[src/rtl/sqrt_unit_arbiter.sv]
// Round-robin front end that shares one fixed-latency sqrt pipeline among several requesters
// and steers each result back to the requester that issued it.
`timescale 1ns/1ps

module sqrt_unit_arbiter #(
    parameter int NUM_REQ         = 4,
    parameter int PIPE_LATENCY    = 4,
    parameter int MAX_OUTSTANDING = 2
) (
    input  logic                   clock,
    input  logic                   reset,
    input  logic [NUM_REQ-1:0]     req_valid,
    input  logic [32*NUM_REQ-1:0]  req_operand,
    output logic [NUM_REQ-1:0]     req_ready,
    output logic [31:0]            sqrt_in,
    input  logic [31:0]            sqrt_result,
    output logic [NUM_REQ-1:0]     resp_valid,
    output logic [31:0]            resp_data,
    output logic                   busy
);

    localparam int IDW = $clog2(NUM_REQ);
    localparam int CW  = $clog2(MAX_OUTSTANDING + 1);

    logic [IDW-1:0]          rr_ptr;
    logic [CW-1:0]           outstanding [NUM_REQ];
    logic [PIPE_LATENCY-1:0] tag_valid;
    logic [IDW-1:0]          tag_id [PIPE_LATENCY];

    logic [NUM_REQ-1:0] eligible;
    logic               high_hit;
    logic               low_hit;
    logic [IDW-1:0]     high_pick;
    logic [IDW-1:0]     low_pick;
    logic               accept;
    logic               issue;
    logic [IDW-1:0]     winner;
    logic [31:0]        win_operand;
    logic               out_valid;

    // Two-pass priority search: lowest eligible index at or above rr_ptr wins,
    // otherwise wrap around to the lowest eligible index overall.
    always_comb begin
        high_hit    = 1'b0;
        low_hit     = 1'b0;
        high_pick   = '0;
        low_pick    = '0;
        win_operand = '0;
        for (int i = 0; i < NUM_REQ; i++) begin
            eligible[i] = req_valid[i] && (outstanding[i] < CW'(MAX_OUTSTANDING));
        end
        for (int i = NUM_REQ - 1; i >= 0; i--) begin
            if (eligible[i]) begin
                low_hit  = 1'b1;
                low_pick = IDW'(i);
                if (IDW'(i) >= rr_ptr) begin
                    high_hit  = 1'b1;
                    high_pick = IDW'(i);
                end
            end
        end
        accept = high_hit || low_hit;
        winner = high_hit ? high_pick : low_pick;
        for (int i = 0; i < NUM_REQ; i++) begin
            if (winner == IDW'(i)) begin
                win_operand = req_operand[32*i +: 32];
            end
        end
    end

    assign issue      = accept && !reset;
    assign out_valid  = tag_valid[PIPE_LATENCY-1] && !reset;
    assign req_ready  = issue ? (NUM_REQ'(1) << winner) : '0;
    assign sqrt_in    = issue ? win_operand : 32'h0;
    assign resp_valid = out_valid ? (NUM_REQ'(1) << tag_id[PIPE_LATENCY-1]) : '0;
    assign resp_data  = sqrt_result;
    assign busy       = (|tag_valid) && !reset;

    always_ff @(posedge clock) begin
        if (reset) begin
            rr_ptr    <= '0;
            tag_valid <= '0;
            for (int i = 0; i < NUM_REQ; i++) begin
                outstanding[i] <= '0;
            end
        end else begin
            tag_valid[0] <= issue;
            for (int s = 1; s < PIPE_LATENCY; s++) begin
                tag_valid[s] <= tag_valid[s-1];
            end
            if (issue) begin
                rr_ptr <= (int'(winner) == NUM_REQ - 1) ? '0 : winner + IDW'(1);
            end
            // Simultaneous issue and response for one requester cancel out.
            for (int i = 0; i < NUM_REQ; i++) begin
                if (req_ready[i] && !resp_valid[i]) begin
                    outstanding[i] <= outstanding[i] + CW'(1);
                end else if (resp_valid[i] && !req_ready[i]) begin
                    outstanding[i] <= outstanding[i] - CW'(1);
                end
            end
        end
    end

    // IDs only matter where the matching valid bit is set, so they need no reset.
    always_ff @(posedge clock) begin
        tag_id[0] <= winner;
        for (int s = 1; s < PIPE_LATENCY; s++) begin
            tag_id[s] <= tag_id[s-1];
        end
    end

endmodule
[config.mk]
export PLATFORM = sky130hd
export DESIGN_NAME = sqrt_unit_arbiter
export DESIGN_NICKNAME = d
export VERILOG_FILES = /design/src/rtl/sqrt_unit_arbiter.sv
export SDC_FILE = /design/constraint.sdc
export NUM_CORES = 1
export LEC_CHECK = 0
export BUFFER_PORTS_ARGS = -buffer_cell sky130_fd_sc_hd__clkbuf_2
export CORE_AREA = 5 5 90 92
export CTS_BUF_LIST = sky130_fd_sc_hd__clkbuf_8
export CTS_CLUSTER_SIZE = 20
export DETAILED_ROUTE_END_ITERATION = 8
export DIE_AREA = 0 0 95 97
export PLACE_DENSITY = 0.87
export SLEW_MARGIN = 10
export SYNTH_ARGS = -nofsm -noshare
export SYNTH_HDL_FRONTEND = slang
export SYNTH_SLANG_ARGS = --single-unit
[constraint.sdc]
create_clock -name clock -period 7.51 [get_ports clock]
set_input_delay 1.502 -clock clock [delete_from_list [all_inputs] [get_ports clock]]
set_output_delay 1.502 -clock clock [all_outputs]
set_load 0.02 [all_outputs]
* Yosys cells after proc, flatten, opt, wreduce, memory -nomap -nowiden
Memory sizes are Yosys's and may differ from the RTL's.
Cells that the tools add are included.
Widths: inputs -> output; s select.
** Operators by class
- Bitwise operators :: 8
- Eq/ne operators :: 4
- Shift operators :: 2
- Multiplexer cells :: 71
- Add/sub/neg operators :: 9
- Reduce and logical (&&, ||, !) cells :: 27
- Multiply operators :: 0
- Divide/modulo/power cells :: 0
- $lt $le $gt $ge :: 8
** Operator list (count)
- $mux 32 :: 5
- $mux 2 :: 22
- $mux 1 :: 42
- $logic_and 1x1->1 :: 15
- $add 2x1->2 const B :: 5
- $logic_not 1->1 :: 9
- $lt 2x2->1 const B :: 4
- $mux 4 :: 2
- $or 1x1->1 :: 8
- $shl 1x2->4 const A :: 2
- $sub 2x1->2 const B :: 4
- $eq 2x1->1 const B :: 2
- $eq 2x2->1 const B :: 2
- $ge 1x2->1 const A :: 2
- $ge 2x2->1 const A :: 2
- $reduce_or 4->1 :: 1
- $logic_not 2->1 :: 1
- $logic_or 1x1->1 :: 1
** Storage, ports and cells
- Output and inout port bits :: 73
- Memories :: 2
- Latch bits :: 0
- Bits in writable memories :: 16
- Register bits :: 6
- Input port bits :: 166
- Memory bits (read-only) :: 0
- Logic and storage cells :: 133
** Memories
- outstanding :: words 4, width 2, read ports 4, clocked after memory_dff 0, write ports 4, RTL line 26 : logic [CW-1:0] outstanding [NUM_REQ];
- tag_id :: words 4, width 2, read ports 4, clocked after memory_dff 0, write ports 4, RTL line 28 : logic [IDW-1:0] tag_id [PIPE_LATENCY];

* Depth between registers and ports, before layout
Gate-level depths: netlist (run 1).
- Depth after elaboration :: 19
- Gate-level depth with buffers :: 11
- Mapped depth without buffers :: 9

* Worst setup path before layout (run 1)
Ideal clock, no wire load.
- Path type :: input-to-output
- From :: input port req_valid[0]
- To :: output port sqrt_in[27]
- Path buffers :: 1
- Path slack :: 2.468 ns
- Required time :: 6.008 ns
- Stages :: 10
- Arrival :: 3.540 ns
- Cells stage by stage :: nor2b_1 > a22oi_1 > o311a_1 > inv_1 > ha_1 > nor2b_4 > buf_6 > a221oi_1 > a211o_1 > a21oi_1
** On the way
- Word-level cells in the longest chain between the ends :: 9
** Ends and longest elaborated chain
- start: declaration :: RTL line 12 : input logic [NUM_REQ-1:0] req_valid,
- $logic_and 1x1->1 (*) :: RTL line 50 : eligible[i] = req_valid[i] && (outstanding[i] < CW'(MAX_OUTSTANDING));
- $mux 2 or $mux 1 (tied branches) :: RTL line 53 : if (eligible[i]) begin
- $mux 2 (*) :: RTL line 63 : winner = high_hit ? high_pick : low_pick;
- net winner[0] :: RTL line 37 : logic [IDW-1:0] winner;
- $logic_not 2->1 :: RTL line 65 : if (winner == IDW'(i)) begin
- $mux 32 (3 in series) :: RTL line 65
- $mux 32 (*) :: RTL line 65
- $mux 32 (*) :: RTL line 74 : assign sqrt_in = issue ? win_operand : 32'h0;
- end: declaration :: RTL line 15 : output logic [31:0] sqrt_in,
The timed path passes the listed nets; every way through them passes the cells marked *.

* Worst setup path after layout (run 1)
- From :: input port req_valid[0]
- To :: output port sqrt_in[1]
The elaborated chain is that of the path after synthesis.

==> results by group, run 1 <==
Run status
  • Run status: completed

Yosys
  • #FFs+latches synth: 22
  • Yosys Warn Count: 0
  • Syn_nets: 500
  • Post-Syn Area per Cell: about 7.7 um^2
  • Mapped Area: 2530 um^2
  • Cells after Synth: 330
  • Top post-synthesis cells by area: dfxtp_1 11%, a211o_1 11%, a221oi_1 11%
  • Largest area contributor in the netlist: dfxtp_1
  • Register area share after synthesis: 0.206
  • Synth top area share: 0.111
  • Dominant synthesized flop cell: dfxtp_1
  • Count leader, synth: a21oi_1
  • Post-synth ARST share: 0
  • EDFF count, synth: 8
  • Synth unique cells: 46
  • Synth cell count leaders: 38 x a21oi_1, 37 x nand2_1, 34 x buf_4, 34 x inv_1

Route
  • Via/cell ratio: 5.41
  • Vias: 2976
  • Post-DRT Antenna Nets: 0
  • DR DRC count: 0
  • Wire length per cell: 16.7 um
  • Router iterations before antenna repair: 4
  • Iteration-0 DRC Markers: 125
  • Total Routed Length: slightly above 9 mm

Global routing
  • Largest net degree at the start of global routing: 45
  • First-pass GRT wire length: between 10 and 15 mm
  • Antenna violations before repair: 0
  • Aggregate global routing overflow: 0
  • Vias in the first global route: 2966
  • GRT Overall Usage: 0.191

Min path
  • Worst hold endpoint: tag_id[1][1]$_DFF_P_
  • Hold crit path type: reg -> reg
  • Hold Startpoint: tag_id[0][1]$_DFF_P_
  • Worst hold path stage count: 0

STA
  • Final Setup Violations: 0
  • RSZ-0062 raised after global routing: no
  • Min Clock Period, post-route: 5.91 ns
  • Max frequency: roughly 170 MHz
  • Skew final: roughly 0.0032 ns
  • Crit share post-route: 0.786
  • Final Hold Viols: 0
  • Max-slew headroom: 0.294
  • Setup_tns: 0 ns
  • Fin. max-slew vios: 0
  • Slew @ Worst Pin: ~1.0 ns

Critical path
  • Startpoint types: input pin
  • Delay-heaviest family, CP: compound AO/OA/AOI/OAI gates
  • R2R setup slack: between 4 and 5 ns
  • R2r endpoint: outstanding[2][0]$_SDFFCE_PN0P_
  • Crit path max fanout: 31
  • Slowest stage delay, CP: about 0.67 ns
  • CP max stage cell: nor2b_4
  • CP Buf/Inv Count: 3
  • Most used cell, CP: clkbuf_2
  • R2R Path Start: outstanding[0][1]$_SDFFCE_PN0P_
  • Crit end category: output port
  • Crit Path Class: in -> out
  • CP Data Required Time: 6.01 ns
  • Cell Chain, Critical Path: clkbuf_2, nor2b_1, a22oi_1, o311a_1, inv_1, ha_1, nor2b_4, a221oi_1, a211o_1, a21oi_1, clkbuf_2
  • Worst-case reg-to-reg path depth: 7
  • Worst EP arrival: between 4 and 5 ns

Power
  • PD cells: a little over 300 nW/um^2
  • Maximum VDD drop: ~140 uV
  • Leakage power figure: between 1.5 and 2 nW

CTS
  • CTS clk-pin slew, worst paths: roughly 0.08 ns
  • CTS buffer count: 3
  • Postcts setup bufs: 0
  • Clock Latency Late Sink: approximately 0.26 ns
  • Clock root buffer: clkbuf_8
  • Clock Tree Buf Depth: 2
  • Clock sink total: 22
  • CTS tree: yes
  • Hold Buf Count CTS: 0
  • Post-CTS sizing: 0
  • H-tree depth: 1

Die
  • Die span in x: approximately 95 um
  • Die Y: between 90 and 100 um
  • Rows: 31
  • Full die area: a little over 9000 um^2
  • Starting Density: 0.354
  • I/O pin total: between 200 and 250
  • Core area: slightly above 7000 um^2

Flow run
  • MaxCap Viol Count: 0

Final layout
  • Fill count: roughly 760
  • Nets: 622
  • ANT cells: 0
  • Final cell count without fillers: 550
  • Area delta synth->final: 27.7%
  • Share of layout cells above drive strength 1: 0.437

Placed design
  • Placer congestion estimate: 0.850
  • HPWL Detailed: 7.37 mm
  • PortBufs: between 150 and 200
  • Dpl cells: ~550
per-layer routing:
metal,up-vias,global-route usage,share of wire
met5,-,0,0
met4,0,0.0344,0.011
met3,9,0.0621,0.11
met2,174,0.340,0.49
met1,1395,0.222,0.38
li1,1398,-,-
power by group:
| part | internal [mW] | switching (mW) | total (mW) |
|---|---|---|---|
| sequential | 0.162 | 0.0257 | 0.187 |
| combinational | 0.285 | 0.407 | 0.693 |
| clock | 0.0712 | 0.0366 | 0.108 |
state kept, by name, indices dropped and copies added, names as in the netlist:
signal / count
tag_valid: 4
rr_ptr: 2
outstanding: 8
tag_id: 8
how the worst max path moves through the flow:
stage | slack (ns) | cells past startpoint | to | start
after floorplan | 2.47 | 10 | sqrt_in[27] | req_valid[0]
after global placement | 1.72 | 11 | sqrt_in[1] | req_valid[0]
after detailed placement | 1.54 | 11 | sqrt_in[1] | req_valid[0]
after CTS | 1.54 | 11 | sqrt_in[1] | req_valid[0]
after global routing | 1.37 | 11 | sqrt_in[1] | req_valid[0]
final | 1.60 | 11 | sqrt_in[1] | req_valid[0]
worst register-to-register path, delay by kind of cell (launching register included):
kind	cells	cell delay [ns]
AO/OA/AOI/OAI	3	0.60
adder cells (fa/ha/maj)	1	0.64
buffers and inverters	1	0.11
flip-flops	1	0.47
multiplexers	1	0.27
AND/OR/NAND/NOR	1	0.43
metrics by stage:
| stage | power, mW | hold slack (ns) | cell area [um^2] | utilization | setup slack, ns |
|---|---|---|---|---|---|
| 2_1_floorplan | 0.734 | 0.310 | 2530 | - | 2.47 |
| 6_report | 0.988 | 0.330 | 3230 | 0.452 | 1.60 |
| 3_3_place_gp | 0.860 | 0.310 | 3160 | 0.442 | 1.72 |
| 3_5_place_dp | 0.880 | 0.312 | 3160 | 0.442 | 1.54 |
| 4_1_cts | 0.990 | 0.330 | 3230 | 0.452 | 1.54 |
| 5_1_grt | 1.06 | 0.342 | 3230 | 0.452 | 1.37 |
logic make-up (layout without fill, tap and decap cells):
family          count (synthesis)  in the layout  synth area share
compound gates                115            115             0.346
xor+xnor                        4              4            0.0139
buf+inv                        96            217             0.213
flops                          22             22             0.206
simple gates                   84             84             0.181
fa+ha+maj                       4              4            0.0198
mux                             5              5            0.0198
placed cells by master (no fill, tap or decap), drive strengths merged, types with 2 or more instances in the layout:
cell type / n
clkbuf: 177
a21oi: 38
nand2: 37
inv: 35
a221oi: 31
a211o: 31
dfxtp: 14
nor2: 12
edfxtp: 8
nand3: 8
nor2b: 7
o21ai: 6
mux2i: 5
buf: 4
and2: 4
ha: 4
xnor2: 3
nand2b: 3
o41ai: 3
and2b: 2
a22oi: 2
or2b: 2
cell type report:
class,count,area [um^2],share of cell area
clock inverter,1,30.0,0.00931
inverter,35,139,0.0430
multi-input combinational,212,1470,0.456
tap,99,124,0.0384
sequential,22,520,0.161
timing repair buffer,178,901,0.279
clock buffer,3,41.3,0.0128
(Power assumes the default switching activity.)
==> run 2: changes to the inputs <==
- ABC_AREA: unset -> 1
- CORE_AREA: 5 5 90 92 -> unset
- CORE_MARGIN: unset -> 5
- CORE_UTILIZATION: unset -> 39
- DIE_AREA: 0 0 95 97 -> unset
- PLACE_DENSITY: 0.87 -> 0.92
- clock period: 7.51 -> 5.6 ns (I/O delays scaled with it)
==> run 2 against run 1 <==
Compared with the run above: sequential cell count did not move; synthesized area rose by 5.0%; highest routed layer unchanged; critical path depth rose by 6; final cell count rose by 14%; clock power fell by 9%; worst setup slack got worse by 0.73 ns; via count rose by 9.3%; largest power group unchanged; first-iteration DRC count rose by 29%.
==> results by group, run 2 <==
Global routing
  • Vias in the first global route: 3042 (+2.6%)
  • First-pass GRT wire length: 14.2 mm (-0.82%)
  • GRT Overall Usage: 0.200 (+0.00925)
  • Antenna violations before repair: 0 (unchanged)
  • Aggregate global routing overflow: 0 (unchanged)
  • Largest net degree at the start of global routing: 55 (+22%)

Placed design
  • HPWL Detailed: 7.65 mm (+3.8%)
  • Placer congestion estimate: 1.01 (+19%)
  • PortBufs: 174 (unchanged)
  • Placed Area: 3210 um^2 (+1.6%)

STA
  • Max-slew headroom: 0.438 (+0.143)
  • Slew @ Worst Pin: 0.842 ns (-0.202 ns)
  • Min Clock Period, post-route: about 4.7 ns
  • Fin Hold WS: 0.332 ns (+0.00236 ns)
  • Skew final: 0.0108 ns (+0.00760 ns)
  • Crit share post-route: 0.843
  • Final Setup Violations: 0 (unchanged)
  • Max frequency: about 210 MHz
  • RSZ-0062 raised after global routing: no
  • Setup_tns: 0 ns (unchanged)
  • Fin. max-slew vios: 0 (unchanged)
  • Final Hold Viols: 0 (unchanged)

Yosys
  • Synth cell count leaders: 85 x nand2_1, 65 x nand3_1, 49 x o21ai_1
  • Top post-synthesis cells by area: nand3_1 12%, nand2_1 12%, buf_4 11%
  • Synth unique cells: 32 (-30%)
  • Largest area contributor in the netlist: nand3_1
  • Syn_nets: 592 (+18%)
  • Cells after Synth: 422 (+28%)
  • Register area share after synthesis: 0.196 (-0.00972)
  • Count leader, synth: nand2_1
  • Post-synth ARST share: 0 (unchanged)
  • Dominant synthesized flop cell: dfxtp_1
  • Synth top area share: 0.123 (+0.0118)
  • Mapped Area: 2650 um^2 (+5.0%)
  • Yosys Warn Count: 0 (unchanged)
  • EDFF count, synth: 8 (unchanged)
  • #FFs+latches synth: 22 (unchanged)
  • Post-Syn Area per Cell: 6.28 um^2 (-18%)

CTS
  • H-tree depth: 1 (unchanged)
  • Postcts setup bufs: 0 (unchanged)
  • CTS tree: yes
  • Post-CTS sizing: 0 (unchanged)
  • Clock Latency Late Sink: 0.27 ns (about the same)
  • Clock sink total: 22 (unchanged)
  • Clock Tree Buf Depth: 2 (unchanged)
  • Hold Buf Count CTS: 0 (unchanged)
  • CTS clk-pin slew, worst paths: 0.07 ns (about the same)
  • Clock root buffer: clkbuf_8
  • CTS buffer count: 3 (unchanged)

Critical path
  • Delay-heaviest family, CP: buffers and inverters
  • Worst EP arrival: 3.60 ns (-0.80 ns)
  • R2R setup slack: 2.88 ns (-1.80 ns)
  • CP Data Required Time: 4.48 ns (-1.53 ns)
  • Crit Path Class: in -> out
  • Worst-case reg-to-reg path depth: 12 (+5)
  • CP max stage cell: inv_2
  • Cell Chain, Critical Path: clkbuf_2, inv_1, nor2_1, nand2_1, nand2_1, nand2_1, nand2_1, nand3_1, ha_1, buf_4, inv_2, nand3_1, o21ai_1, nand2_1, o21ai_1, nor2_1, clkbuf_2
  • Most used cell, CP: nand2_1
  • R2R Path Start: outstanding[3][1]$_DFFE_PP_
  • Startpoint types: input pin
  • CP Buf/Inv Count: 5 (+2)
  • R2r endpoint: outstanding[1][1]$_SDFFCE_PN0P_
  • Crit end category: output port
  • Crit path max fanout: 54 (+74%)
  • Slowest stage delay, CP: 0.62 ns (-0.05 ns)

Route
  • Via/cell ratio: 5.20 (-3.8%)
  • Router iterations before antenna repair: 4 (unchanged)
  • Iteration-0 DRC Markers: 161 (+29%)
  • Vias: 3253 (+9.3%)
  • Total Routed Length: 9.31 mm (+1.5%)
  • DR DRC count: 0 (unchanged)
  • Post-DRT Antenna Nets: 0 (unchanged)
  • Wire length per cell: 14.9 um (-11%)

Final layout
  • Post-Layout Inst Area: 3250 um^2 (+0.78%)
  • Area delta synth->final: 22.7%
  • Nets: 716 (+15%)
  • Largest regs: outstanding (8), tag_id (8), tag_valid (4)
  • ANT cells: 0 (unchanged)
  • Commonest non-fill, non-tap cells in the layout: 174 x clkbuf_2, 85 x nand2_1, 65 x nand3_1, 49 x o21ai_1, 34 x nor2_1
  • Final core utilization: 0.484 (+0.0318)
  • Share of layout cells above drive strength 1: 0.382 (-0.0552)
  • Commonest non-fill, non-tap cell in the layout: clkbuf_2

Run status
  • Run status: completed

Power
  • Tot Pwr: 1.32 mW (+34%)
  • Sw Share: 0.550 (+0.0743)
  • Maximum VDD drop: 202 uV (+41%)
  • PD cells: 406 nW/um^2 (+33%)
  • Power share of the clock group: 0.075 (-0.034)
  • Pint: 0.595 mW (+15%)
  • Leakage power figure: 1.91 nW (+13%)
  • P_sw: 0.726 mW (+55%)
  • Sequential power share: 0.179 (-0.011)
  • Comb power frac: 0.747 (+0.046)

Min path
  • Hold crit path type: reg -> reg
  • Hold Startpoint: tag_id[0][0]$_DFF_P_
  • Worst hold endpoint: tag_id[1][0]$_DFF_P_
  • Worst hold path stage count: 0 (unchanged)

Flow run
  • MaxCap Viol Count: 0 (unchanged)

Die
  • Die Y: 92.5 um (-4.7%)
  • Full die area: 8550 um^2 (-7.2%)
  • Starting Density: 0.395 (+0.0406)
  • I/O pin total: 239 (unchanged)
  • Core area: 6720 um^2 (-5.9%)
  • Die span in x: 92.5 um (-2.7%)
  • Rows: 30 (-3.2%)
## run 2: cell count changes after synthesis, sizes merged, moves of 6 or more
| cell | before | now |
|---|---|---|
| inv | 35 | 41 |
| a221oi | 31 | 0 |
| o21ai | 6 | 54 |
| a211o | 31 | 0 |
| o211ai | 0 | 10 |
| nand4 | 1 | 8 |
| clkbuf | 12 | 3 |
| nand3 | 8 | 68 |
| nor2b | 7 | 0 |
| a21oi | 38 | 17 |
| nor2 | 12 | 37 |
| nand2 | 37 | 92 |
| buf | 49 | 57 |
## run 2: worst register-to-register path, cell delays in order (launching register included)
cell and delay [ns]:
edfxtp_1 0.48, nor2_1 0.16, nand2_1 0.06, nand2_1 0.05
nand2_1 0.04, nand2_1 0.06, nand3_1 0.15, inv_1 0.15
ha_1 0.60, buf_4 0.36, nand3_2 0.12, nand2_1 0.12
nand3_1 0.12
## run 2: routing by layer
| layer | vias up | GRT usage | wire (um) |
|---|---|---|---|
| li1 | 1603 | - | - |
| met1 | 1436 | 0.234 | 3570 |
| met2 | 197 | 0.364 | 4550 |
| met3 | 17 | 0.0520 | 1010 |
| met4 | 0 | 0.0446 | 175 |
| met5 | - | 0 | 0 |
## run 2: cell type report
class	count	area, um^2
inverter	42	163
fill	688	3470
tap	80	100
sequential	22	520
multi-input combinational	298	1520
clock buffer	3	41.3
clock inverter	1	3.75
timing repair buffer	179	908
## run 2: worst max path at each step
stage	depth (start not counted)	endpoint	start	slack, ns
after floorplan	12	sqrt_in[31]	req_valid[1]	1.59
after global placement	16	sqrt_in[13]	req_valid[1]	1.0
after detailed placement	17	sqrt_in[11]	req_valid[3]	0.91
after CTS	17	sqrt_in[11]	req_valid[3]	0.91
after global routing	18	sqrt_in[29]	req_valid[3]	0.61
final	17	sqrt_in[11]	req_valid[3]	0.88
## run 2: kinds of logic after synthesis
| family | share of synthesized area |
|---|---|
| buffers and inverters | 0.232 |
| flip-flops | 0.196 |
| AO/OA/AOI/OAI | 0.174 |
| adder cells (fa/ha/maj) | 0.0189 |
| XOR/XNOR | 0.0132 |
| AND/OR/NAND/NOR | 0.365 |
## run 2: power by group through the flow
stage / clock network, mW / logic (mW) / registers (mW)
finish: 0.0985 / 0.986 / 0.236
global route: 0.109 / 1.10 / 0.238
CTS: 0.102 / 0.986 / 0.235
detailed placement: 0 / 0.982 / 0.237
global placement: 0 / 0.961 / 0.235
floorplan: 0 / 0.798 / 0.229
## run 2: stage by stage
step,setup slack [ns],cells
detailed placement,0.910,621
global route,0.609,625
finish,0.877,625
global placement,0.996,621
CTS,0.906,625
floorplan,1.59,422
==> run 3: changes to the inputs <==
- ABC_AREA: 1 -> 0
- CORE_AREA: unset -> 5 5 90 92
- CORE_MARGIN: 5 -> unset
- CORE_UTILIZATION: 39 -> unset
- DIE_AREA: unset -> 0 0 95 97
- PLACE_DENSITY: 0.92 -> 0.87
- clock period: 5.6 -> 4.7 ns (I/O delays scaled with it)
==> run 3 against run 2 <==
Compared with the run above: final area increased by 1.1%; sequential cell count unchanged; global-route usage decreased by 0.32 points; worst setup slack got worse by 0.56 ns; clock-buffer cell count unchanged; critical path depth decreased by 6; clock power increased by 78%; die area increased by 7.8%; sequential share of layout area decreased by 0.18 points; core utilization decreased by 2.3 points; worst hold slack got worse by 0.00083 ns; final cell count decreased by 11%.
==> results by group, run 3 (same netlist as run 1, synthesis figures left out) <==
Run status
  • Run status: completed

CTS
  • Hold Buf Count CTS: 0 (unchanged)
  • CTS tree: yes
  • Clock root buffer: clkbuf_8
  • H-tree depth: 1 (unchanged)
  • CTS clk-pin slew, worst paths: 0.08 ns (about the same)
  • Clock Tree Buf Depth: 2 (unchanged)
  • Clock sink total: 22 (unchanged)
  • Clock Latency Late Sink: 0.26 ns (about the same)
  • CTS buffer count: 3 (unchanged)

STA
  • Crit share post-route: 0.934
  • Final Setup Violations: 0 (unchanged)
  • Final Hold Viols: 0 (unchanged)
  • Max-slew headroom: 0.465 (+0.0277)
  • RSZ-0062 raised after global routing: no
  • Slew @ Worst Pin: 0.802 ns (-0.0403 ns)
  • Min Clock Period, post-route: between 4 and 5 ns
  • Max frequency: about 230 MHz
  • Fin. max-slew vios: 0 (unchanged)
  • Skew final: 0.00138 ns (-0.00938 ns)
  • Setup_tns: 0 ns (unchanged)

Route
  • Wire length per cell: 16.7 um (+12%)
  • Total Routed Length: 9.23 mm (-0.86%)
  • DR DRC count: 0 (unchanged)
  • Router iterations before antenna repair: 5 (+1)
  • Post-DRT Antenna Nets: 0 (unchanged)
  • Via/cell ratio: 5.33 (+2.3%)
  • Vias: 2951 (-9.3%)
  • Iteration-0 DRC Markers: 126 (-22%)

Final layout
  • Area delta synth->final: 30.2%
  • Commonest non-fill, non-tap cells in the layout: 174 x clkbuf_2, 37 x a21oi_1, 37 x nand2_1, 34 x inv_1
  • Final cell count without fillers: 554 (-11%)
  • Post-Layout Inst Area: 3290 um^2 (+1.1%)
  • Largest regs: outstanding (8), tag_id (8), tag_valid (4)
  • ANT cells: 0 (unchanged)
  • Commonest non-fill, non-tap cell in the layout: clkbuf_2
  • Nets: 626 (-13%)
  • Fill count: 760 (+10%)
  • Share of layout cells above drive strength 1: 0.446 (+0.0645)

Min path
  • Hold crit path type: reg -> reg
  • Worst hold endpoint: tag_id[2][1]$_DFF_P_
  • Hold Startpoint: tag_id[1][1]$_DFF_P_
  • Worst hold path stage count: 0 (unchanged)

Global routing
  • GRT Overall Usage: 0.197 (-0.00315)
  • Vias in the first global route: 3144 (+3.4%)
  • Antenna violations before repair: 0 (unchanged)
  • Aggregate global routing overflow: 0 (unchanged)
  • Largest net degree at the start of global routing: 45 (-18%)
  • First-pass GRT wire length: 14.7 mm (+3.4%)

Die
  • Die span in x: 95 um (+2.8%)
  • Rows: 31 (+3.3%)
  • Die Y: 97 um (+4.9%)
  • Full die area: 9220 um^2 (+7.8%)
  • I/O pin total: 239 (unchanged)
  • Starting Density: 0.354 (-0.0406)
  • Core area: 7140 um^2 (+6.2%)

Power
  • Sw Share: 0.469 (-0.0807)
  • Sequential power share: 0.184 (+0.005)
  • Maximum VDD drop: 214 uV (+5.9%)
  • Leakage power figure: 1.72 nW (-10%)
  • Comb power frac: 0.708 (-0.039)
  • P_sw: 0.760 mW (+4.8%)
  • Power share of the clock group: 0.108 (+0.033)
  • Pint: 0.861 mW (+45%)
  • PD cells: 493 nW/um^2 (+21%)

Flow run
  • MaxCap Viol Count: 0 (unchanged)

Critical path
  • Crit Path Class: in -> out
  • Most used cell, CP: clkbuf_2
  • CP max stage cell: ha_2
  • Worst-case reg-to-reg path depth: 8 (-4)
  • Crit path max fanout: 44 (-19%)
  • Cell Chain, Critical Path: clkbuf_2, and2b_1, o21ai_0, a21oi_1, o21ba_1, ha_2, buf_12, a221oi_1, a211o_1, a21oi_2, clkbuf_2
  • Startpoint types: input pin
  • R2R setup slack: 1.95 ns (-0.93 ns)
  • R2r endpoint: outstanding[2][1]$_SDFFCE_PN0P_
  • Crit end category: output port
  • Slowest stage delay, CP: 0.42 ns (-0.20 ns)
  • Worst EP arrival: 3.45 ns (-0.15 ns)
  • R2R Path Start: outstanding[1][1]$_SDFFCE_PN0P_
  • CP Data Required Time: 3.76 ns (-0.72 ns)

Placed design
  • HPWL Detailed: 7.49 mm (-2.1%)
  • Dpl cells: 550 (-11%)
  • Placed Area: 3210 um^2 (+0.12%)
  • Placer congestion estimate: 0.888 (-12%)
  • PortBufs: 174 (unchanged)
## run 3: cell count changes in the layout (fill, tap and decap cells not counted), sizes merged, moves of 10 or more
cell	before	now
a211o	0	31
a21oi	17	38
a221oi	0	31
nand2	92	37
nand3	68	8
nor2	37	12
o211ai	10	0
o21ai	54	6
## run 3: worst max path at each step
stage                            start           to
final                     req_valid[1]  sqrt_in[31]
after global routing      req_valid[1]  sqrt_in[31]
after CTS                 req_valid[1]  sqrt_in[31]
after detailed placement  req_valid[1]  sqrt_in[31]
after global placement    req_valid[0]  sqrt_in[31]
after floorplan           req_valid[0]  sqrt_in[27]
## run 3: repair_timing
action / 4_1_cts / 5_1_grt
resized for setup: 0 / 2
hold endpoints to repair: 0 / 0
buffers inserted: 0 / 0
endpoints found under the setup margin: 0 / 1
## run 3: worst max-delay path: cells and delay by family
kind | cells | cell delay (ns)
AO/OA/AOI/OAI | 6 | 1.27
adder cells (fa/ha/maj) | 1 | 0.42
buffers and inverters | 3 | 0.56
AND/OR/NAND/NOR | 1 | 0.24
## run 3: power groups by stage
stage | clock [mW] | sequential, mW | combinational, mW
after floorplan | 0 | 0.288 | 0.884
after global placement | 0 | 0.296 | 1.12
after detailed placement | 0 | 0.301 | 1.15
after CTS | 0.178 | 0.297 | 1.16
after global routing | 0.186 | 0.305 | 1.26
final | 0.175 | 0.298 | 1.15
## run 3: through the flow
step	hold slack, ns	util	power (mW)	setup slack [ns]
after detailed placement	0.312	0.450	1.45	0.175
after global placement	0.312	0.450	1.41	0.333
after global routing	0.342	0.461	1.75	0.0680
final	0.331	0.461	1.62	0.312
after floorplan	0.310	-	1.17	0.782
after CTS	0.331	0.460	1.63	0.162
## run 3: layer usage
layer / vias to the layer above / global-route usage / wire (um)
li1: 1404 / - / -
met1: 1356 / 0.228 / 3410
met2: 179 / 0.351 / 4700
met3: 12 / 0.0528 / 999
met4: 0 / 0.0522 / 123
met5: - / 0 / 0
## run 3: area by class of cell
cell class / instances / area [um^2] / area share
Timing Repair Buffer: 182 / 956 / 0.291
Clock buffer: 3 / 41.3 / 0.0126
Tap cell: 99 / 124 / 0.0377
Inverter: 35 / 139 / 0.0422
Multi-Input combinational cell: 212 / 1480 / 0.449
Clock inverter: 1 / 30.0 / 0.00913
Sequential cell: 22 / 520 / 0.158
